===== src/rtl/regfile_pkg.sv =====
// regfile_pkg: shared constants and types for the multi-port register file.
package regfile_pkg;
  localparam int DW_DEF = 32;
  localparam int NREG_DEF = 32;
  localparam int AW_DEF = $clog2(NREG_DEF);
  localparam int REG_ZERO = 0;
  typedef logic [AW_DEF-1:0] reg_addr_t;
  typedef logic [DW_DEF-1:0] word_t;
endpackage


===== src/rtl/regfile_scoreboard.sv =====
// regfile_scoreboard: per-register busy bits with issue-over-write priority and a running busy count.
module regfile_scoreboard import regfile_pkg::*; #(
  parameter int NREG = NREG_DEF,
  parameter int AW = $clog2(NREG),
  parameter int NW = 1
) (
  input  logic             clk,
  input  logic             rst,
  input  logic [NW-1:0]    wr_en,
  input  logic [NW*AW-1:0] wr_addr,
  input  logic             iss_en,
  input  logic [AW-1:0]    iss_addr,
  output logic [NREG-1:0]  busy,
  output logic [AW:0]      busy_cnt,
  output logic             all_idle
);
  logic [NREG-1:0] set, clr;
  logic [AW:0] inc, dec, cnt_nxt;
  always_comb begin
    set = '0;
    clr = '0;
    inc = '0;
    dec = '0;
    if (iss_en && iss_addr != AW'(REG_ZERO)) set[iss_addr] = 1'b1;
    for (int k = 0; k < NW; k++)
      if (wr_en[k] && wr_addr[k*AW +: AW] != AW'(REG_ZERO)) clr[wr_addr[k*AW +: AW]] = 1'b1;
    // Only real bit transitions move the count, so it tracks the popcount exactly.
    for (int i = 0; i < NREG; i++) begin
      inc = inc + (AW+1)'(set[i] & ~busy[i]);
      dec = dec + (AW+1)'(clr[i] & busy[i] & ~set[i]);
    end
    cnt_nxt = busy_cnt + inc - dec;
  end
  always_ff @(posedge clk or posedge rst)
    if (rst) begin
      busy <= '0;
      busy_cnt <= '0;
      all_idle <= 1'b1;
    end else begin
      busy <= (busy & ~clr) | set;
      busy_cnt <= cnt_nxt;
      all_idle <= cnt_nxt == '0;
    end
endmodule


===== src/rtl/regfile_mp.sv =====
// regfile_mp: NR-read / NW-write register file with hardwired zero register and busy scoreboard.
// Optional same-cycle write-to-read bypass enabled by defining REGFILE_BYPASS_EN.
module regfile_mp import regfile_pkg::*; #(
  parameter int DW = DW_DEF,
  parameter int NREG = NREG_DEF,
  parameter int AW = $clog2(NREG),
  parameter int NR = 2,
  parameter int NW = 1,
  parameter logic [DW-1:0] R1_INIT = DW'(32'd1)
) (
  input  logic             clk,
  input  logic             rst,
  input  logic [NR*AW-1:0] rd_addr,
  output logic [NR*DW-1:0] rd_data,
  output logic [NR-1:0]    rd_busy,
  input  logic [NW-1:0]    wr_en,
  input  logic [NW*AW-1:0] wr_addr,
  input  logic [NW*DW-1:0] wr_data,
  input  logic             iss_en,
  input  logic [AW-1:0]    iss_addr,
  output logic [AW:0]      busy_cnt,
  output logic             all_idle
);
  logic [DW-1:0] regs [NREG];
  logic [NREG-1:0] busy;
  logic [AW-1:0] ra;
  regfile_scoreboard #(.NREG(NREG), .AW(AW), .NW(NW)) u_sb (
    .clk(clk), .rst(rst), .wr_en(wr_en), .wr_addr(wr_addr),
    .iss_en(iss_en), .iss_addr(iss_addr),
    .busy(busy), .busy_cnt(busy_cnt), .all_idle(all_idle)
  );
  // Ascending port order lets the highest port win on address collisions.
  always_ff @(posedge clk or posedge rst)
    if (rst) begin
      for (int i = 0; i < NREG; i++) regs[i] <= (i == 1) ? R1_INIT : '0;
    end else begin
      for (int k = 0; k < NW; k++)
        if (wr_en[k] && wr_addr[k*AW +: AW] != AW'(REG_ZERO))
          regs[wr_addr[k*AW +: AW]] <= wr_data[k*DW +: DW];
    end
  always_comb begin
    rd_data = '0;
    rd_busy = '0;
    ra = '0;
    for (int j = 0; j < NR; j++) begin
      ra = rd_addr[j*AW +: AW];
      rd_data[j*DW +: DW] = regs[ra];
      rd_busy[j] = busy[ra];
`ifdef REGFILE_BYPASS_EN
      for (int k = 0; k < NW; k++)
        if (wr_en[k] && wr_addr[k*AW +: AW] == ra && ra != AW'(REG_ZERO)) begin
          rd_data[j*DW +: DW] = wr_data[k*DW +: DW];
          rd_busy[j] = busy[ra] && iss_en && iss_addr == ra;
        end
`endif
    end
  end
endmodule

===== config.mk =====
export PLATFORM = sky130hd
export DESIGN_NAME = regfile_mp
export DESIGN_NICKNAME = d
export VERILOG_FILES = /design/src/rtl/regfile_pkg.sv /design/src/rtl/regfile_scoreboard.sv /design/src/rtl/regfile_mp.sv
export SDC_FILE = /design/constraint.sdc
export NUM_CORES = 2
export LEC_CHECK = 0
export CAP_MARGIN = 30
export CORE_ASPECT_RATIO = 0.8
export CORE_MARGIN = 8
export CORE_UTILIZATION = 45
export DETAILED_ROUTE_END_ITERATION = 8
export SLEW_MARGIN = 20
export SYNTH_ARGS = -nofsm -noshare
export SYNTH_HDL_FRONTEND = slang
export SYNTH_SLANG_ARGS = --single-unit

===== constraint.sdc =====
create_clock -name clk -period 47 [get_ports clk]
set_input_delay 7.05 -clock clk [delete_from_list [all_inputs] [get_ports clk]]
set_output_delay 7.05 -clock clk [all_outputs]
set_load 0.03 [all_outputs]

# Word-level counts from Yosys, hierarchy flattened

Cells that the tools add are included.

Logic and storage cells: 302
Input bits: 56
Output and inout bits: 73
Bits in registers: 1063

$add $sub $neg: 64
Mux-type cells: 19
Reductions and logical operators: 8
Bitwise gates (word level): 166
Magnitude comparators: 10

Operators with widths:

| operator                                                    | count |
|---|---|
| bitwise mux 1024 bit                                        | 1 |
| inverter 1 -> 6 bit                                         | 64 |
| adder 6 bit                                                 | 63 |
| binary-select mux 32 bit (select 5 bit)                     | 2 |
| two-way mux 32 bit                                          | 7 |
| bitwise AND 1 x 6 -> 6 bit                                  | 32 |
| bitwise AND 6 bit                                           | 32 |
| demux 32 bit (select 5 bit)                                 | 1 |
| bitwise AND 1 bit                                           | 32 |
| bitwise AND 32 bit                                          | 1 |
| inverter 32 bit                                             | 1 |
| OR 32 bit                                                   | 1 |
| less-than comparator 5 x 6 -> 1 bit (second input constant) | 4 |
| >= comparator 6 bit (second input constant)                 | 3 |
| inverter 5 -> 6 bit                                         | 3 |
| binary-select mux 1 bit (select 5 bit)                      | 2 |
| demux 1 bit (select 5 bit)                                  | 2 |
| >= comparator 5 x 1 -> 1 bit (second input constant)        | 2 |
| nonzero test 5 bit                                          | 2 |
| logical NOT 6 bit                                           | 1 |
| less-than comparator 6 x 1 -> 1 bit (second input constant) | 1 |
| subtractor 6 bit                                            | 1 |
| logical AND 1 bit                                           | 5 |
| two-way mux 1 bit                                           | 4 |

# Depth between registers and ports, before layout

Depth in word-level cells: 40
Depth in mapped cells: 26
Gate-level depth less buffers: 25

# Cells and area by module

A second synthesis with hierarchy kept.

Cell total of the unflattened synthesis: 5092
Area, all modules: 60347.9 µm²

Modules (own cells, without submodules):

| module             | sequential area each (µm²) | cells an instance | area each (µm²) | times used |
|---|---|---|---|---|
| regfile_mp         | 25625.8                    | 4680              | 56523.0         | 1 |
| regfile_scoreboard | 977.2                      | 412               | 3824.9          | 1 |

# Least setup slack after synthesis

No wires, ideal clock.

Kind: input port to output port
Start point: in rd_addr[6]
End point: out rd_busy[1]
Data required time: 39.950 ns
Setup slack: 31.556 ns
Buffers on the path: 4
Stages on the path: 8
Arrival: 8.394 ns
Cells stage by stage: buf_2 -> buf_4 -> buf_2 -> buf_2 -> mux2i_1 -> nand2_1 -> a31oi_1 -> nand3_1

Word-level cells in the longest chain between the ends: 2

Ends and longest elaborated chain:

| element                                 | RTL line         | RTL |
|---|---|---|
| start: declaration                      | regfile_mp.sv:13 | `input logic [NR*AW-1:0] rd_addr,` |
| binary-select mux 1 bit (select 5 bit)  | regfile_mp.sv:48 | `rd_busy[j] = busy[ra];` |
| two-way mux 1 bit (not written as such) | regfile_mp.sv:48 |  |
| end: declaration                        | regfile_mp.sv:15 | `output logic [NR-1:0] rd_busy,` |

No other way between the ends. The select of a mux whose other input is x is not followed.

# Worst setup path after layout

Start point: in rd_addr[6]
End point: out rd_data[54]

Word-level cells in the longest chain between the ends: 4

Ends and longest elaborated chain:

| element                                                | RTL line         | RTL |
|---|---|---|
| inverter 5 -> 6 bit (not written as such)              | regfile_mp.sv:47 | `rd_data[j*DW +: DW] = regs[ra];` |
| binary-select mux 32 bit (select 5 bit)                | regfile_mp.sv:47 |  |
| two-way mux 32 bit (not written as such) (2 in series) | regfile_mp.sv:47 |  |
| end: declaration                                       | regfile_mp.sv:14 | `output logic [NR*DW-1:0] rd_data,` |

No other way between the ends. The select of a mux whose other input is x is not followed.

==> impl_metrics.tcl <==
set metrics [dict create \
    area_growth_pct 11.5 \
    ys_seq_elements 1063 \
    syn-num-nets 5189 \
    r2r_slack_ns 40.34 \
    setup_ws_ns 27.98 \
    ys_types 53 \
    syn_avg_cell_area_um2 11.9 \
    vdd_drop_max_v 0.0000630 \
    startpoint_type "primary input" \
    mostFrequentLayoutCell "dfrtp_1" \
    h-tree-depth 3 \
    hp-class "reg -> reg" \
    crit_arrival_ns 11.97 \
    intPower_uw 1990 \
    syn_area_um2 60000 \
    clock.fmax_mhz 52.6 \
    p_clk_share_pct 33.0 \
    p_switching_uw 880 \
    p_sw_share_pct 30.7 \
    cap_violations 0 \
    clockRootBuffer "clkbuf_16" \
    place_congestion 0.833 \
    worst_path_max_delay_cell "buf_4" \
    rows 120 \
    synth_warnings 0 \
    worst-path-buf-inv 6 \
    worstSetupEndpointType "output port" \
    drive_gt1_share_pct 27.2 \
    wire_per_inst_um 28.8 \
    grt_usage_pct 26.3 \
    fin_crit_sh_pct 40.5 \
    io_buffers 128 \
    globalRouteOverflowTotal 0 \
    required_ns 39.95 \
    cts_setup_buffers 0 \
    cts_hold_buffers 0 \
    cts_resized 0 \
    first_global_vias 41600 \
    first_pass_iters 5 \
    drc 0 \
    cts.clk_slew.worst_paths_ns 0.06 \
    tns_ns 0 \
    drv_slew 0 \
    ant_nets 0 \
    whs_ns 0.396 \
    fin_worst_skew_ns 0.00939 \
    clk_latency_ns 0.74 \
    comb_power_share_pct 24.1 \
    vias 41900 \
    p_seq_share_pct 43.0 \
    status "completed" \
    finalHoldViolations 0 \
    drtIter0Drc 3431 \
    cpMostUsedCell "buf_4" \
    cts_tree "built" \
    seq_area_frac_synth_pct 44.3 \
    vias_per_cell 6.16 \
    num-nets-final 5066 \
    p_per_area_nw_per_um2 42.9 \
    tightest_slew_ns 1.15 \
    fillCellCount 11700 \
    cp_max_fo 88 \
    die_y_um 343 \
    wl_mm 196 \
    multi_input_area_um2 30900 \
    cts_buffer_depth 3 \
    cts_buffers 115 \
    core_area_um2 133000 \
    grt_start_max_net_pins 118 \
    power_leakage_uw 0.0314 \
    final-setup-viol-count 0 \
    p_total_uw 2870 \
    cts_sinks 1063 \
    pin_count 129 \
    postSynthCellCount 5061 \
    path_class "in -> out" \
    slew-limit-headroom_pct 23.4 \
    crit_family "buffers and inverters" \
    antenna_found_initial 2 \
    place_hpwl_mm 105 \
    period_minus_slack_ns 19.02 \
    die_area_um2 145000 \
    cp_slowest_stage_delay_ns 0.87 \
    preCtsSetupSlack_ns 27.81 \
    rsz0062_at_grt "false" \
    grt_pass1_wl_mm 291 \
    seqCellArea_um2 26600 \
    layout_common_cells "1061 x dfrtp_1, 1054 x mux2i_1, 968 x mux2_2" \
    die_w_um 424 \
    cp_cell_sequence "buf_8 > buf_4 > buf_4 > buf_4 > buf_16 > mux2i_1 > a22oi_1 > a31oi_1 > nand3_1 > clkdlybuf4s50_1" \
    start_util_pct 45.1 \
]
worst reg2reg max path, stage by stage, from the launching register on:
cell	delay (ns)
dfrtp_1	0.43
or3_1	0.41
fa_1	0.55
fa_1	0.56
fa_1	0.55
fa_1	0.52
inv_1	0.06
fa_1	0.51
fa_1	0.51
inv_1	0.06
fa_1	0.40
fa_1	0.47
inv_1	0.07
ha_1	0.18
inv_1	0.07
fa_1	0.53
inv_1	0.04
or3_1	0.44
nor4_1	0.20
final timing paths:
kind | startpoint | end | cells past startpoint
min in group asynchronous | rst | regs[548] | 2
max in group asynchronous | rst | regs[433] | 7
hold reg to reg | regs[1011] | regs[1011] | 0
setup / recovery | rd_addr[6] | rd_data[54] | 10
hold / removal | regs[1011] | regs[1011] | 0
setup reg to reg | u_sb.busy[13] | u_sb.all_idle | 18
layout make-up:
class | count | area share [%]
Tap cell | 1769 | 3.31
Sequential cell | 1063 | 39.8
Antenna cell | 2 | 0.00748
Timing Repair Buffer | 264 | 4.50
Multi-Input combinational cell | 3427 | 46.2
Clock buffer | 173 | 5.18
Inverter | 67 | 0.387
Clock inverter | 40 | 0.679
flip-flops by register name (all words and copies together), names as in the netlist:
register / cells
u_sb.all_idle: 1
regs: 1024
u_sb.busy: 32
u_sb.busy_cnt: 6
per-stage QoR:
stage / utilization, % / std cells / instance area [um2]
CTS: 50.0 / 6786 / 66500
detailed placement: 47.0 / 6573 / 62600
global route: 50.2 / 6805 / 66900
floorplan: - / 5061 / 60000
finish: 50.2 / 6805 / 66900
global placement: 46.5 / 6535 / 61900
Yosys cell counts (all sizes together):
| master | instances | area share (%) |
|---|---|---|
| a21o | 2 | 0.025 |
| a21oi | 201 | 1.7 |
| a22o | 132 | 1.9 |
| a22oi | 198 | 2.5 |
| a31oi | 66 | 0.69 |
| and2 | 2 | 0.021 |
| and3 | 6 | 0.063 |
| and3b | 3 | 0.044 |
| and4 | 1 | 0.015 |
| buf | 266 | 2.6 |
| clkbuf | 238 | 1.5 |
| conb | 2 | 0.013 |
| dfrtp | 1061 | 44 |
| dfstp | 2 | 0.088 |
| fa | 59 | 2.0 |
| ha | 13 | 0.27 |
| inv | 67 | 0.42 |
| mux2 | 992 | 19 |
| mux2i | 1054 | 18 |
| nand2 | 279 | 1.8 |
| nand2b | 4 | 0.042 |
| nand3 | 203 | 1.7 |
| nand3b | 8 | 0.16 |
| nand4 | 7 | 0.073 |
| nor2 | 36 | 0.45 |
| nor2b | 4 | 0.042 |
| nor3 | 71 | 0.60 |
| nor3b | 8 | 0.16 |
| nor4 | 2 | 0.021 |
| o211a | 2 | 0.033 |
| o211ai | 7 | 0.088 |
| o21ai | 29 | 0.24 |
| o22ai | 1 | 0.010 |
| or2 | 13 | 0.14 |
| or3 | 14 | 0.15 |
| or3b | 2 | 0.029 |
| xnor2 | 5 | 0.073 |
| xor2 | 1 | 0.015 |
kinds of logic after synthesis:
family,synth area share (%)
adders and majority gates,2.24
DFF,44.3
xor gates and xnor gates,0.0875
other,0.0125
muxes,36.2
buffers and inverters,4.47
AOI/OAI and AO/OA,7.16
and+or+nand+nor,5.52
power groups by stage:
stage / registers, uW / clock network (uW) / logic (uW)
final: 1230 / 947 / 691
after global routing: 1260 / 1000 / 762
after CTS: 1230 / 964 / 690
after detailed placement: 1240 / 0 / 686
after global placement: 1240 / 0 / 670
after floorplan: 1210 / 0 / 523
routing by layer:
metal	vias to the layer above	global-route usage [%]	wire length [um]
met3	331	4.76	13000
met1	21900	38.1	89700
met4	0	7.35	5860
li1	18200	-	-
met2	1461	40.6	87600
met5	-	0	0
No activity file was read; power rests on OpenSTA's default activity.
